### config.mk
export PLATFORM = sky130hd
export DESIGN_NAME = shreg_sequencer
export DESIGN_NICKNAME = d
export VERILOG_FILES = /design/src/rtl/shreg_sequencer.sv
export SDC_FILE = /design/constraint.sdc
export NUM_CORES = 1
export LEC_CHECK = 0
export CAP_MARGIN = 0
export CORE_MARGIN = 4
export CORE_UTILIZATION = 49
export CTS_BUF_LIST = sky130_fd_sc_hd__clkbuf_2 sky130_fd_sc_hd__clkbuf_4 sky130_fd_sc_hd__clkbuf_8
export DETAILED_ROUTE_END_ITERATION = 8
export PLACE_DENSITY = 0.86
export REMOVE_ABC_BUFFERS = 1
export SYNTH_ARGS = -nofsm -noshare
export SYNTH_HDL_FRONTEND = slang
export SYNTH_SLANG_ARGS = --single-unit
### constraint.sdc
create_clock -name clk -period 2.9 [get_ports clk]
set_input_delay 0.87 -clock clk [delete_from_list [all_inputs] [get_ports clk]]
set_output_delay 0.87 -clock clk [all_outputs]
set_load 0.01 [all_outputs]
### src/rtl/shreg_sequencer.sv
// -----------------------------------------------------------------------------
// shreg_sequencer
//
// Command sequencer for a 4-bit universal shift register
// (mode 00 hold, 01 shift left, 10 shift right, 11 parallel load).
//
// The sequencer accepts read / shift-left / shift-right / load commands over a
// valid/ready handshake. It drives the register's mode and parallel_in for the
// required number of cycles, then samples parallel_out and returns it over a
// valid/ready response channel. It owns the register exclusively: outside
// command execution reg_mode is always hold (00).
//
// Optional feature: define SHREG_SEQ_CMDBUF_EN to add a one-entry command
// buffer. A buffered command launches on the response handshake edge with no
// IDLE cycle in between.
//
// Parameters:
//   WIDTH  register data width
//   CNT_W  shift-count width (max count 2^CNT_W-1)
//
// Ports:
//   clk, reset         clock, synchronous active-high reset
//   cmd_valid/ready    command handshake
//   cmd_op             00 read, 01 shift left, 10 shift right, 11 load
//   cmd_data           load value
//   cmd_count          shift count N
//   reg_mode           registered mode to the shift register
//   reg_parallel_in    registered parallel data to the shift register
//   reg_parallel_out   contents of the shift register
//   rsp_valid/ready    response handshake
//   rsp_data           register contents after the command
//   busy               high whenever the FSM is not IDLE
// -----------------------------------------------------------------------------
module shreg_sequencer #(
  parameter int WIDTH = 4,
  parameter int CNT_W = 3
) (
  input  logic             clk,
  input  logic             reset,
  input  logic             cmd_valid,
  output logic             cmd_ready,
  input  logic [1:0]       cmd_op,
  input  logic [WIDTH-1:0] cmd_data,
  input  logic [CNT_W-1:0] cmd_count,
  output logic [1:0]       reg_mode,
  output logic [WIDTH-1:0] reg_parallel_in,
  input  logic [WIDTH-1:0] reg_parallel_out,
  output logic             rsp_valid,
  input  logic             rsp_ready,
  output logic [WIDTH-1:0] rsp_data,
  output logic             busy
);

  localparam logic [1:0] S_IDLE    = 2'd0;
  localparam logic [1:0] S_EXEC    = 2'd1;
  localparam logic [1:0] S_CAPTURE = 2'd2;
  localparam logic [1:0] S_RESP    = 2'd3;

  localparam logic [1:0] OP_READ = 2'b00;
  localparam logic [1:0] OP_LOAD = 2'b11;
  localparam logic [1:0] MODE_HOLD = 2'b00;

  logic [1:0]       state;
  logic [CNT_W-1:0] cnt;
  logic             rsp_fire;

  // Command being launched this edge, either straight from the port or from
  // the buffer. take_cmd marks that the port command is consumed directly.
  logic             launch;
  logic             take_cmd;
  logic [1:0]       l_op;
  logic [WIDTH-1:0] l_data;
  logic [CNT_W-1:0] l_cnt;

  assign rsp_fire = rsp_valid & rsp_ready;
  assign busy     = (state != S_IDLE);

`ifdef SHREG_SEQ_CMDBUF_EN
  logic             buf_valid;
  logic [1:0]       buf_op;
  logic [WIDTH-1:0] buf_data;
  logic [CNT_W-1:0] buf_cnt;
  logic             cmd_fire;

  assign cmd_ready = ~buf_valid;
  assign cmd_fire  = cmd_valid & cmd_ready;

  always_comb begin
    launch   = 1'b0;
    take_cmd = 1'b0;
    l_op     = cmd_op;
    l_data   = cmd_data;
    l_cnt    = cmd_count;
    if (state == S_IDLE) begin
      // The buffer is always empty in IDLE, so the port is ready here.
      launch   = cmd_valid;
      take_cmd = cmd_valid;
    end else if (rsp_fire) begin
      if (buf_valid) begin
        launch = 1'b1;
        l_op   = buf_op;
        l_data = buf_data;
        l_cnt  = buf_cnt;
      end else begin
        launch   = cmd_valid;
        take_cmd = cmd_valid;
      end
    end
  end

  // Buffer fills when a command is accepted while the FSM cannot start it,
  // and frees on the edge its command launches. Both cannot coincide because
  // cmd_ready is low while the buffer holds an entry.
  always_ff @(posedge clk) begin
    if (reset) begin
      buf_valid <= 1'b0;
    end else if (launch && !take_cmd) begin
      buf_valid <= 1'b0;
    end else if (cmd_fire && !take_cmd) begin
      buf_valid <= 1'b1;
    end
  end

  always_ff @(posedge clk) begin
    if (cmd_fire && !take_cmd) begin
      buf_op   <= cmd_op;
      buf_data <= cmd_data;
      buf_cnt  <= cmd_count;
    end
  end
`else
  assign cmd_ready = (state == S_IDLE);

  always_comb begin
    launch   = 1'b0;
    take_cmd = 1'b0;
    l_op     = cmd_op;
    l_data   = cmd_data;
    l_cnt    = cmd_count;
    if (state == S_IDLE) begin
      launch   = cmd_valid;
      take_cmd = cmd_valid;
    end
  end
`endif

  // reg_mode is registered from the next state so that it equals the command
  // op for exactly the EXEC cycles and is hold everywhere else.
  always_ff @(posedge clk) begin
    if (reset) begin
      state           <= S_IDLE;
      cnt             <= '0;
      reg_mode        <= MODE_HOLD;
      reg_parallel_in <= '0;
      rsp_valid       <= 1'b0;
      rsp_data        <= '0;
    end else begin
      if (rsp_fire) begin
        rsp_valid <= 1'b0;
      end
      if (launch) begin
        if (l_op == OP_LOAD) begin
          state           <= S_EXEC;
          cnt             <= CNT_W'(1);
          reg_mode        <= OP_LOAD;
          reg_parallel_in <= l_data;
        end else if (l_op != OP_READ && l_cnt != '0) begin
          state    <= S_EXEC;
          cnt      <= l_cnt;
          reg_mode <= l_op;
        end else begin
          // Read and zero-length shifts never disturb the register.
          state    <= S_CAPTURE;
          reg_mode <= MODE_HOLD;
        end
      end else begin
        case (state)
          S_EXEC: begin
            if (cnt == CNT_W'(1)) begin
              state    <= S_CAPTURE;
              reg_mode <= MODE_HOLD;
            end
            // Only decremented while >= 1, so no wrap.
            cnt <= cnt - CNT_W'(1);
          end
          S_CAPTURE: begin
            rsp_data  <= reg_parallel_out;
            rsp_valid <= 1'b1;
            state     <= S_RESP;
          end
          S_RESP: begin
            if (rsp_fire) begin
              state <= S_IDLE;
            end
          end
          default: begin
          end
        endcase
      end
    end
  end

endmodule
==> impl_results.md <==
* Final worst path period share at 87.0%
* Clock transition at path regs at 0.10 ns
* Clk network pwr share at 12.0%
* Hold_sp: rsp_valid
* Syn-to-layout area delta at 37.8%
* CP Max Fanout at 5
* Nets at 149
* H-tree Lvls at 1
* DRC at 0
* Die X at 50.0 µm
* CP Launch Type: register
* Psw at 0.372 mW
* Pwr dens at 804 nW/µm²
* Initial antenna violation count at 0
* I/O Buffers at 29
* Layout cells sized above 1 at 8.13%
* Most used cell, CP: inv_1
* CTS Buffer Depth at 2
* Post-Syn Instances at 95
* Dpl cells at 144
* DIE HEIGHT at 50.0 µm
* Reg2reg end: reg_parallel_in[3]
* Post-route ant nets at 0
* Detailed Place HPWL at 1440 µm
* Post-CTS setup buffers at 0
* Seq/Total Area, Yosys at 37.0%
* Core area at 1590 µm²
* Hold Buf Count CTS at 0
* Max cap viols at 0
* Seq pwr share at 33.3%
* Worst Hold Class: reg2reg
* Worst path max stage delay at 0.53 ns
* First-pass GRT wire length at 3140 µm
* Mean post-synth cell area at 9.10 µm²
* Worst EP required at 2.03 ns
* CTS tree: done
* Vias at 787
* Total I/O pin count at 30
* Least-Margin Pin Slew at 0.620 ns
* CP endpoint kind: primary output
* Routed WL per cell at 12.6 µm
* Antenna cells at 0
* Hold Path Stages at 2
* CTS Buf Count at 3
* Biggest area consumer among synthesized cells: dfxtp_1
* Largest net degree at the start of global routing at 18
* VDD IR max at 0.000497 V
* Worst-Skew Late Latency at 0.28 ns
* Combinational fraction of design power at 54.7%
* Starting density of the core at 54.2%
* Final Total Pwr at 0.958 mW
* Largest cells by area after synthesis: dfxtp_1 37%, ha_1 10%, mux2i_1 9.3%
* Post_cts resized at 0
* Skew final at 0.0100 ns
* Static leakage at 0.483 nW
* Drt initial violations at 12
* Area share of the largest cell type after synthesis at 37.0%
* Total die area at 2500 µm²
* Synth Area in Compound Gates at 19.5%
* Net Sw Frac at 38.8%
* Synth Area in XOR/XNOR at 0%
* Highest routed layer: met4
* Hold Fails Final Rpt at 0
* R2R setup slack at 1.08 ns
* Dpl ws at 0.425 ns
* Worst Hold Path EP: rsp_valid
* Wirelength, routed at 1860 µm
* Crit-path cells: inv_1 -> ha_1 -> inv_1 -> clkdlybuf4s50_1
* Final min period at 2.52 ns
* R2R cell count at 6
* Synth Register Bits at 16
* YS warnings at 0
* Simple-gate portion of the synthesized area at 18.7%
* Final setup viols at 0
* Drt first pass iters at 4
* RSZ-0062 raised after global routing: false
* Mapped Area at 865 µm²
* Slew Viols, Final at 0
* Unique masters post-synth at 31
* Final WS setup at 0.377 ns
* Vias in the first global route at 738
* Placer Congestion at 0.851
* Critical path arrival at 1.65 ns
* Peak Freq at 396 MHz
* Row count at 14
* Status: completed
* Post-synthesis mux area share at 9.26%
* Worst rel slew slack at 58.6%
* Clock tree root driver cell: clkbuf_4
* Finished Layout Cells at 147
* Synthesized-area fraction occupied by adder cells at 10.1%
* Sum of negative setup slack at 0 ns
* Clock Sinks at 16
* Crit-path slowest cell: clkdlybuf4s50_1
* Int Pwr at 0.586 mW
* Metal-1 WL at 837 µm
* GRT overflow at 0
* Met2 wire length at 878 µm
* Met3 routed WL at 130 µm
* R2R Path Start: state[0]
* Vias per cell at 5.35
* Total track usage at 15.9%
* Critical path class: reg2out
* Main combinational cell family by area after synthesis: compound AO/OA/AOI/OAI gates
[how the worst max path moves through the flow]
stage	from	to	slack [ns]	depth (start not counted)
2_1_floorplan	cmd_count[0]	cnt[0]	1.0	4
3_3_place_gp	cmd_count[0]	cnt[1]	0.46	5
3_5_place_dp	cmd_count[0]	cnt[0]	0.43	5
4_1_cts	state[0]	busy	0.38	4
5_1_grt	state[0]	busy	0.28	4
6_report	state[0]	busy	0.38	4
[final cells by class]
type | instances | area [µm²]
Inverter | 8 | 30.0
Multi-Input combinational cell | 67 | 498
Tap cell | 24 | 30.0
Timing Repair Buffer | 29 | 290
Sequential cell | 16 | 320
Fill cell | 107 | 403
Clock buffer | 3 | 22.5
[through the flow]
| stage | util (%) | cell area [µm²] | hold WS, ns |
|---|---|---|---|
| 3_3_place_gp | 73.3 | 1170 | 0.475 |
| 6_report | 74.7 | 1190 | 0.504 |
| 4_1_cts | 74.7 | 1190 | 0.512 |
| 5_1_grt | 74.7 | 1190 | 0.540 |
| 2_1_floorplan | - | 848 | 0.466 |
| 3_5_place_dp | 73.3 | 1170 | 0.487 |
[state kept, by name (all words and copies together) (netlist names)]
register / flops
cnt: 3
reg_mode: 2
reg_parallel_in: 4
rsp_data: 4
rsp_valid: 1
state: 2
[cells by family (layout without fill, tap and decap cells)]
kind of cell,after synthesis,in the layout
AOI/OAI and AO/OA,21,21
adders and majority gates,7,7
buffers and inverters,12,40
DFF,16,16
muxes,8,8
and+or+nand+nor,31,31
[routing by layer]
| metal | up-vias | GRT usage [%] |
|---|---|---|
| li1 | 396 | - |
| met1 | 360 | 20.9 |
| met2 | 29 | 24.8 |
| met3 | 2 | 4.82 |
| met4 | 0 | 4.15 |
| met5 | - | 0 |
[cells in the mapped netlist (all sizes together)]
master and count:
dfxtp 16, nor2 12, inv 8, mux2i 8, ha 7, nand2 5
a21oi 4, nand2b 4, a31oi 3, clkbuf 3, nand3 3, o21ai 3
a311oi 2, a32oi 2, or4 2, a21boi 1, a22oi 1, a31o 1
and2 1, buf 1, nand3b 1, nor3 1, o211ai 1, o311a 1
o31a 1, o32ai 1, or2 1, or3 1
[power groups by stage]
stage	combinational [mW]	sequential [mW]	clock (mW)
final	0.524	0.319	0.115
after global routing	0.584	0.328	0.126
after CTS	0.526	0.319	0.116
after detailed placement	0.522	0.323	0
after global placement	0.512	0.320	0
after floorplan	0.337	0.325	0
[critical path, delay by kind of cell, from the launching register on]
kind,cells,cell delay (ns)
DFF,1,0.44
buffers and inverters,3,0.68
adders and majority gates,1,0.25
[placed cells by master (no fill, tap or decap), types with 2 or more instances in the layout]
| master | synthesis | routed |
|---|---|---|
| nand3_1 | 3 | 3 |
| a32oi_1 | 2 | 2 |
| a21oi_1 | 4 | 4 |
| clkdlybuf4s50_1 | 0 | 29 |
| nand2_1 | 4 | 4 |
| ha_1 | 7 | 7 |
| a31oi_1 | 3 | 3 |
| clkbuf_4 | 0 | 3 |
| inv_1 | 8 | 8 |
| dfxtp_1 | 16 | 16 |
| nor2_1 | 12 | 12 |
| o21ai_0 | 3 | 3 |
| mux2i_1 | 8 | 8 |
| nand2b_1 | 4 | 4 |
(Power assumes the default switching activity.)
